==> src/rtl/pc_gen.sv <==
// Registered fetch-PC generator with EX-stage redirect and optional direct-mapped BTB (PC_GEN_BTB_EN).
// Latency: redirect or stall resolved in cycle N shows on pc_o in N+1; prediction outputs are combinational.
// Backpressure: stall_i holds pc_o; a mispredict overrides stall_i and flush_o squashes IF/ID and ID/EX.
module pc_gen #(
  parameter int              XLEN      = 32,
  parameter logic [XLEN-1:0] RESET_PC  = '0,
  parameter int              BTB_DEPTH = 16,
  parameter int              CNT_W     = 16
) (
  input  logic             clk,
  input  logic             rst_n,
  input  logic             stall_i,
  output logic [XLEN-1:0]  pc_o,
  output logic             pred_taken_o,
  output logic [XLEN-1:0]  pred_target_o,
  input  logic             ex_valid_i,
  input  logic [XLEN-1:0]  ex_pc_i,
  input  logic [XLEN-1:0]  ex_npc_i,
  input  logic [2:0]       ex_btype_i,
  input  logic [2:0]       ex_branch_result_i,
  input  logic             ex_ijalr_i,
  input  logic             ex_jtype_i,
  input  logic             ex_pred_taken_i,
  input  logic [XLEN-1:0]  ex_pred_target_i,
  output logic             flush_o,
  output logic [CNT_W-1:0] mispredict_cnt_o
);

  localparam logic [XLEN-1:0] FOUR = XLEN'(4);

  logic [XLEN-1:0]  pc_q;
  logic [XLEN-1:0]  pc_plus4;
  logic [XLEN-1:0]  ex_plus4;
  logic [XLEN-1:0]  actual_next;
  logic [CNT_W-1:0] mis_cnt_q;
  logic             is_jump;
  logic             actual_taken;
  logic             mispredict;
  logic             res_eq;
  logic             res_lt;
  logic             res_gt;

  // Mispredict is judged on the target alone; the carried taken bit is informational.
  logic unused_pred_taken;
  assign unused_pred_taken = ex_pred_taken_i;

  assign pc_plus4 = pc_q + FOUR;
  assign ex_plus4 = ex_pc_i + FOUR;
  assign is_jump  = ex_jtype_i | ex_ijalr_i;
  assign res_eq   = ex_branch_result_i[0];
  assign res_lt   = ex_branch_result_i[1];
  assign res_gt   = ex_branch_result_i[2];

  always_comb begin
    actual_taken = 1'b0;
    if (is_jump) begin
      actual_taken = 1'b1;
    end else begin
      case (ex_btype_i)
        3'b100:  actual_taken = res_eq;
        3'b101:  actual_taken = ~res_eq;
        3'b110:  actual_taken = res_lt;
        3'b111:  actual_taken = res_eq | res_gt;
        default: actual_taken = 1'b0;
      endcase
    end
  end

  assign actual_next = actual_taken ? ex_npc_i : ex_plus4;
  assign mispredict  = rst_n & ex_valid_i & (actual_next != ex_pred_target_i);
  assign flush_o     = mispredict;

`ifdef PC_GEN_BTB_EN
  localparam int IDX   = $clog2(BTB_DEPTH);
  localparam int TAG_W = XLEN - IDX - 2;

  typedef struct packed {
    logic [TAG_W-1:0] tag;
    logic [XLEN-1:0]  target;
    logic [1:0]       cnt;
  } btb_ent_t;

  btb_ent_t             btb_q [BTB_DEPTH];
  logic [BTB_DEPTH-1:0] btb_vld_q;
  logic [IDX-1:0]       rd_idx;
  logic [IDX-1:0]       wr_idx;
  btb_ent_t             rd_ent;
  btb_ent_t             wr_ent;
  btb_ent_t             wr_dat;
  logic                 rd_hit;
  logic                 wr_hit;
  logic                 wr_en;
  logic                 is_branch;

  assign rd_idx    = pc_q[IDX+1:2];
  assign rd_ent    = btb_q[rd_idx];
  assign rd_hit    = btb_vld_q[rd_idx] && (rd_ent.tag == pc_q[XLEN-1:IDX+2]);
  assign wr_idx    = ex_pc_i[IDX+1:2];
  assign wr_ent    = btb_q[wr_idx];
  assign wr_hit    = btb_vld_q[wr_idx] && (wr_ent.tag == ex_pc_i[XLEN-1:IDX+2]);
  assign is_branch = ex_btype_i[2];

  assign pred_taken_o  = rst_n & rd_hit & rd_ent.cnt[1];
  assign pred_target_o = !rst_n       ? RESET_PC + FOUR :
                         pred_taken_o ? rd_ent.target   : pc_plus4;

  always_comb begin
    wr_en  = 1'b0;
    wr_dat = wr_ent;
    if (rst_n && ex_valid_i && (is_jump || is_branch)) begin
      if (actual_taken) begin
        wr_en         = 1'b1;
        wr_dat.tag    = ex_pc_i[XLEN-1:IDX+2];
        wr_dat.target = ex_npc_i;
        if (is_jump)
          wr_dat.cnt = 2'b11;
        else if (wr_hit)
          wr_dat.cnt = (wr_ent.cnt == 2'b11) ? 2'b11 : wr_ent.cnt + 2'd1;
        else
          wr_dat.cnt = 2'b10;
      end else if (wr_hit) begin
        // Not-taken hit only weakens the counter; the entry keeps its target.
        wr_en      = 1'b1;
        wr_dat.cnt = (wr_ent.cnt == 2'b00) ? 2'b00 : wr_ent.cnt - 2'd1;
      end
    end
  end

  always_ff @(posedge clk) begin
    if (!rst_n)
      btb_vld_q <= '0;
    else if (wr_en)
      btb_vld_q[wr_idx] <= 1'b1;
  end

  always_ff @(posedge clk) begin
    if (wr_en)
      btb_q[wr_idx] <= wr_dat;
  end
`else
  assign pred_taken_o  = 1'b0;
  assign pred_target_o = !rst_n ? RESET_PC + FOUR : pc_plus4;
`endif

  always_ff @(posedge clk) begin
    if (!rst_n)
      pc_q <= RESET_PC;
    else if (mispredict)
      pc_q <= actual_next;
    else if (!stall_i)
      pc_q <= pred_target_o;
  end

  always_ff @(posedge clk) begin
    if (!rst_n)
      mis_cnt_q <= '0;
    else if (mispredict && (mis_cnt_q != '1))
      mis_cnt_q <= mis_cnt_q + CNT_W'(1);
  end

  assign pc_o             = pc_q;
  assign mispredict_cnt_o = mis_cnt_q;

endmodule

==> config.mk <==
export PLATFORM = sky130hd
export DESIGN_NAME = pc_gen
export DESIGN_NICKNAME = d
export VERILOG_FILES = /design/src/rtl/pc_gen.sv
export SDC_FILE = /design/constraint.sdc
export NUM_CORES = 1
export LEC_CHECK = 0
export BUFFER_PORTS_ARGS = -buffer_cell sky130_fd_sc_hd__buf_2
export CORE_MARGIN = 2
export CORE_UTILIZATION = 35
export DETAILED_ROUTE_END_ITERATION = 10
export SLEW_MARGIN = 5
export SYNTH_ARGS = -nofsm -noshare
export SYNTH_HDL_FRONTEND = slang
export SYNTH_SLANG_ARGS = --single-unit
export TNS_END_PERCENT = 20
==> constraint.sdc <==
create_clock -name clk -period 4.22 [get_ports clk]
set_clock_uncertainty 0.15 [all_clocks]
set_input_delay 0.211 -clock clk [delete_from_list [all_inputs] [get_ports clk]]
set_output_delay 0.211 -clock clk [all_outputs]
set_load 0.02 [all_outputs]
==> Yosys cells after proc, flatten, opt, wreduce, memory -nomap -nowiden <==
Index checks and enable logic that the tools add are counted.
{ "word_totals": {"out_inout_bits": 82, "rom_bits": 0, "latchBits": 0, "mem_count": 0, "ff_bits": 48, "ramBits": 0, "word_cells": 24, "inputBits": 109} }
{ "classes": {"addsub": 3, "n_eq_ne": 7, "multipliers": 0, "order_cmp": 0, "div": 0, "reduce_logical": 1, "muxes": 6, "bitwise_logic": 5, "shift": 0} }
{ "ops": {"columns": ["op", "count"], "rows": [
  ["$mux W32", 4],
  ["$add A32 B3 Y32 const B", 2],
  ["$ne A32 B32 Y1", 1],
  ["$add A16 B1 Y16 const B", 1],
  ["$ne A16 B16 Y1 const B", 1],
  ["$eq A3 B3 Y1 const B", 4],
  ["$pmux W1 S4", 1],
  ["$and A1 B1 Y1", 2],
  ["$ne A2 B1 Y1 const B", 1],
  ["$or A1 B1 Y1", 2],
  ["$logic_and A1 B1 Y1", 1],
  ["$mux W1", 1],
  ["$not A1 Y1", 1]
]} }

==> Depth between registers and ports, before layout <==
{ "logic_depth": {"ltp_word": 7, "ltp_mapped": 13, "depth_no_buf": 10} }

==> Worst setup path after synthesis <==
OpenSTA, ideal clock, no wires.
{ "synth_path": {"path_type": "register to output", "start": "reg pc_q[6], in the netlist pc_o[6]", "end": "out pred_target_o[31]", "t_arrival_ns": 2.718, "setup_slack_ns": 1.141, "required_ns": 3.859, "path_stages_with_launch": 10, "cell_sequence": "dfxtp_1 -> and4_1 -> clkbuf_1 -> nand4_1 -> nor2_1 -> nand4_1 -> or2_2 -> clkbuf_1 -> or3_1 -> a21oi_1"} }
{ "synth_via": {"elab_chain_len": 2} }
{ "synth_lines": {"columns": ["item", "line", "text"], "rows": [
  ["start, declared", "31", "logic [XLEN-1:0] pc_q;"],
  ["start signal, assigned", "149", "pc_q <= actual_next;"],
  ["start signal, assigned", "151", "pc_q <= pred_target_o;"],
  ["$add A32 B3 Y32", "47", "assign pc_plus4 = pc_q + FOUR;"],
  ["$mux W32", "142", "assign pred_target_o = !rst_n ? RESET_PC + FOUR : pc_plus4;"],
  ["end, declared", "15", "output logic [XLEN-1:0] pred_target_o,"]
]} }
No other way between the ends.

==> Worst setup path after layout <==
{ "layout_path": {"start": "in ex_pc_i[2]", "end": "out flush_o"} }
{ "layout_via": {"elab_chain_len": 4} }
{ "layout_lines": {"columns": ["item", "line", "text"], "rows": [
  ["start, declared", "17", "input logic [XLEN-1:0] ex_pc_i,"],
  ["$add A32 B3 Y32", "48", "assign ex_plus4 = ex_pc_i + FOUR;"],
  ["$mux W32", "69", "assign actual_next = actual_taken ? ex_npc_i : ex_plus4;"],
  ["$ne A32 B32 Y1", "70", "assign mispredict = rst_n & ex_valid_i & (actual_next != ex_pred_target_i);"],
  ["$and A1 B1 Y1", "70", null],
  ["end, declared", "25", "output logic flush_o,"]
]} }
No other way between the ends.

==> flow_metrics.py <==
metrics = {
    "logic_synthesis": {
        "syn_inst": 751,
        "ys_warn_count": 0,
        "ys_ff_latch": 48,
        "synth.distinct_cells": 79,
        "yosys.area.top_type_share_pct": 17.2,
        "syn_avg_cell_area_um2": 7.44,
        "post_synth_fa_ha_maj_area_fraction_pct": 0.672,
        "ys_seq_area_share_pct": 17.2,
        "synth-xor-area-share_pct": 18.1,
        "synth-compound-area-share_pct": 21.8,
        "async_flop_share_pct": 0,
        "ys.flop_type": "dfxtp_1",
        "netlist_area_um2": 5590,
        "yosys.area_share.simple_pct": 32.9,
        "synth_top_family_by_area": "simple AND/OR/NAND/NOR gates",
        "synth_area_leader_cell": "dfxtp_1",
        "synth_fp_nets": 863,
        "synth_mux_area_share_pct": 3.45,
        "synthTopCellsByArea": "dfxtp_1, xnor2_1, xor2_1",
        "synth_edf_count": 0,
    },
    "timing": {
        "worst_slack_ns": 0.559,
        "worst_pin_slew_ns": 0.901,
        "rsz0062_at_grt": "false",
        "period_needed_ns": 3.66,
        "slew_headroom_pct": 39.9,
        "slew_viol_final": 0,
        "timing.fmax_ghz": 0.273,
        "final-setup-viol-count": 0,
        "finalSetupTns_ns": 0,
        "hold_viol_final": 0,
        "fin_crit_sh_pct": 86.8,
    },
    "flow_run": {
        "cap_violations": 0,
    },
    "floorplan": {
        "die_area_um2": 17000,
        "coreArea_um2": 15800,
        "io_pins": 191,
        "fp.dieW_um": 130,
        "start_util_pct": 35.4,
        "num_rows": 46,
        "die_y_um": 130,
    },
    "min_path": {
        "hold_class": "input pin to register",
        "hold_path_end": "pc_o[26]",
        "hold_path_startpoint": "ex_npc_i[26]",
        "hold_depth": 3,
    },
    "setup_path": {
        "critPathMostFrequentCell": "buf_2",
        "crit_path_max_incr_delay_ns": 0.58,
        "cp-end-kind": "output pin",
        "path_delay_family": "simple AND/OR/NAND/NOR gates",
        "rrSetupSlack_ns": 1.34,
        "path_buf_inv": 2,
        "crit_type": "input pin to output pin",
        "arrival_ns": 3.30,
        "setup.worst_path.start_class": "input pin",
        "critPathSlowestCell": "nor4_4",
        "worstPathMaxFanout": 7,
        "rr_endpoint": "pc_o[31]",
        "ff2ff_path_depth": 9,
        "required_ns": 3.86,
        "crit_chain": "buf_2 -> ha_1 -> nand3_1 -> nor4_2 -> xor2_1 -> o21ai_0 -> nor4b_1 -> a41oi_2 -> nor4_4 -> nor2_1 -> buf_2",
        "timing.rr.start": "pc_o[6]",
    },
    "drt": {
        "wl_met1_mm": 9.49,
        "drcViolationCount": 0,
        "first_iter_violations": 517,
        "met2_length_mm": 8.79,
        "highest_layer": "met4",
        "drt_wl_total_mm": 19.9,
        "viasPerCell": 5.54,
        "ant_nets": 0,
        "dr.pass1.iters": 5,
        "vias": 6228,
        "avgRoutedWirePerCell_um": 17.7,
        "dr_wl_met3_mm": 1.26,
    },
    "layout": {
        "drive_above_1_share_pct": 26.5,
        "finalNonFillerCells": 1124,
        "nNetsFinal": 1018,
        "fin_area_um2": 6820,
        "synthToLayoutAreaGrowth_pct": 22.0,
        "fillers": 1684,
    },
    "clock_tree": {
        "post_cts_resized": 0,
        "clock_path_buffers": 2,
        "clk_latency_ns": 0.29,
        "h-tree-depth": 2,
        "clk_pin_slew_worst_paths_ns": 0.06,
        "cts_tree": "built",
        "post_cts_buffers": 0,
        "clock-sinks": 48,
        "cts-root-buf": "clkbuf_16",
        "ctsHoldBuffers": 0,
        "cts_made_buffers": 5,
    },
    "global_routing": {
        "grt_start_max_net_pins": 51,
        "antenna_found_initial": 1,
        "grt_pass1_vias": 5479,
        "grt_pass1_wl_mm": 30.3,
        "globalRouteOverflowTotal": 0,
        "grt_use_total_pct": 22.8,
    },
    "placed_design": {
        "place_inst": 1115,
        "io_buffers": 188,
        "post_dp_cell_area_um2": 6650,
        "place_hpwl_mm": 15.9,
        "dp_slack_ns": 0.463,
        "gp_congestion": 0.929,
    },
    "status": {
        "status": "complete, no violations",
    },
    "pwr": {
        "irDropWorstVdd_mv": 0.147,
        "p_leak_uw": 0.00282,
        "power.density_nw_per_um2": 221,
    },
}
-- flip-flops by register name (all words and copies together) (netlist names) --
| name | cells |
|---|---|
| pc_o | 32 |
| mispredict_cnt_o | 16 |
-- cell type report --
class	instances	area, µm²	area share (%)
tap	216	270	3.96
inverter	21	78.8	1.16
clock inverter	3	46.3	0.679
antenna	1	2.50	0.0367
multi-input combinational	631	4310	63.2
sequential	48	961	14.1
timing repair buffer	199	1020	15.0
clock buffer	5	125	1.83
-- metrics by stage --
stage | hold slack (ns) | total power [µW] | utilization, %
after floorplan | 0.266 | 840 | -
final | 0.155 | 1510 | 43.2
after detailed placement | 0.333 | 1050 | 42.1
after CTS | 0.165 | 1510 | 43.2
after global placement | 0.329 | 1040 | 42.1
after global routing | 0.173 | 1580 | 43.2
-- where the power goes --
group | leakage, µW | total, µW | internal [µW] | switching (µW)
clock network | 0.0000804 | 465 | 282 | 183
logic | 0.00235 | 525 | 204 | 322
registers | 0.000395 | 515 | 478 | 37.3
total | 0.00282 | 1510 | 963 | 542
-- synthesized netlist by cell type, drive strengths merged (13+ instances only) --
| master | instances |
|---|---|
| xnor2 | 58 |
| nand3 | 45 |
| and3 | 17 |
| inv | 20 |
| buf | 22 |
| xor2 | 50 |
| and4 | 13 |
| o21ai | 30 |
| o31ai | 20 |
| nor3 | 27 |
| a21oi | 39 |
| mux2i | 17 |
| a211oi | 14 |
| nand2b | 18 |
| nand2 | 66 |
| clkbuf | 29 |
| nand4 | 27 |
| nor2 | 63 |
| dfxtp | 48 |
-- layout by cell type (no fill, tap or decap), types with 6 or more instances in the layout --
cell	netlist	routed
mux2i_1	17	17
buf_4	5	11
o211ai_1	10	10
nand4_1	25	25
nor3_1	27	27
and3_1	16	16
inv_1	19	19
xor2_1	50	50
and2_1	9	9
or4_1	8	8
a21oi_1	38	38
nand3_1	44	44
o311a_1	6	6
nand2b_1	18	18
o31ai_1	20	20
xnor2_1	58	58
o22ai_1	6	6
dfxtp_1	48	48
nand2_1	66	66
nor2_1	62	62
and4_1	13	13
a211oi_1	14	14
buf_2	9	188
o21ai_0	29	29
nor2b_1	6	6
-- cell families (layout without fill, tap and decap cells) --
family | Yosys count | count (layout)
muxes | 19 | 19
DFF | 48 | 48
AOI/OAI and AO/OA | 169 | 169
xor gates and xnor gates | 111 | 111
buffers and inverters | 72 | 228
other | 1 | 2
adders and majority gates | 3 | 3
and+or+nand+nor | 328 | 328
-- worst max path at each step --
stage | slack, ns | start | depth (start not counted) | end
detailed placement | 0.46 | ex_pc_i[2] | 12 | mispredict_cnt_o[0]
global placement | 0.50 | ex_pc_i[2] | 12 | mispredict_cnt_o[10]
CTS | 0.50 | ex_pc_i[2] | 11 | flush_o
global route | 0.28 | ex_pc_i[2] | 11 | flush_o
floorplan | 1.14 | pc_o[6] | 9 | pred_target_o[31]
finish | 0.56 | ex_pc_i[2] | 11 | flush_o
-- worst reg2reg max path, delay by kind of cell, from the launching register on --
kind	cells	cell delay (ns)
and+or+nand+nor	7	1.99
xor gates and xnor gates	1	0.17
AOI/OAI and AO/OA	1	0.05
DFF	1	0.45
-- metal layers --
metal,global-route usage (%),up-vias
met3,2.01,20
met1,33.6,2877
li1,-,3076
met4,6.20,0
met5,0,-
met2,35.5,255
No activity file was read; power rests on OpenSTA's default activity.
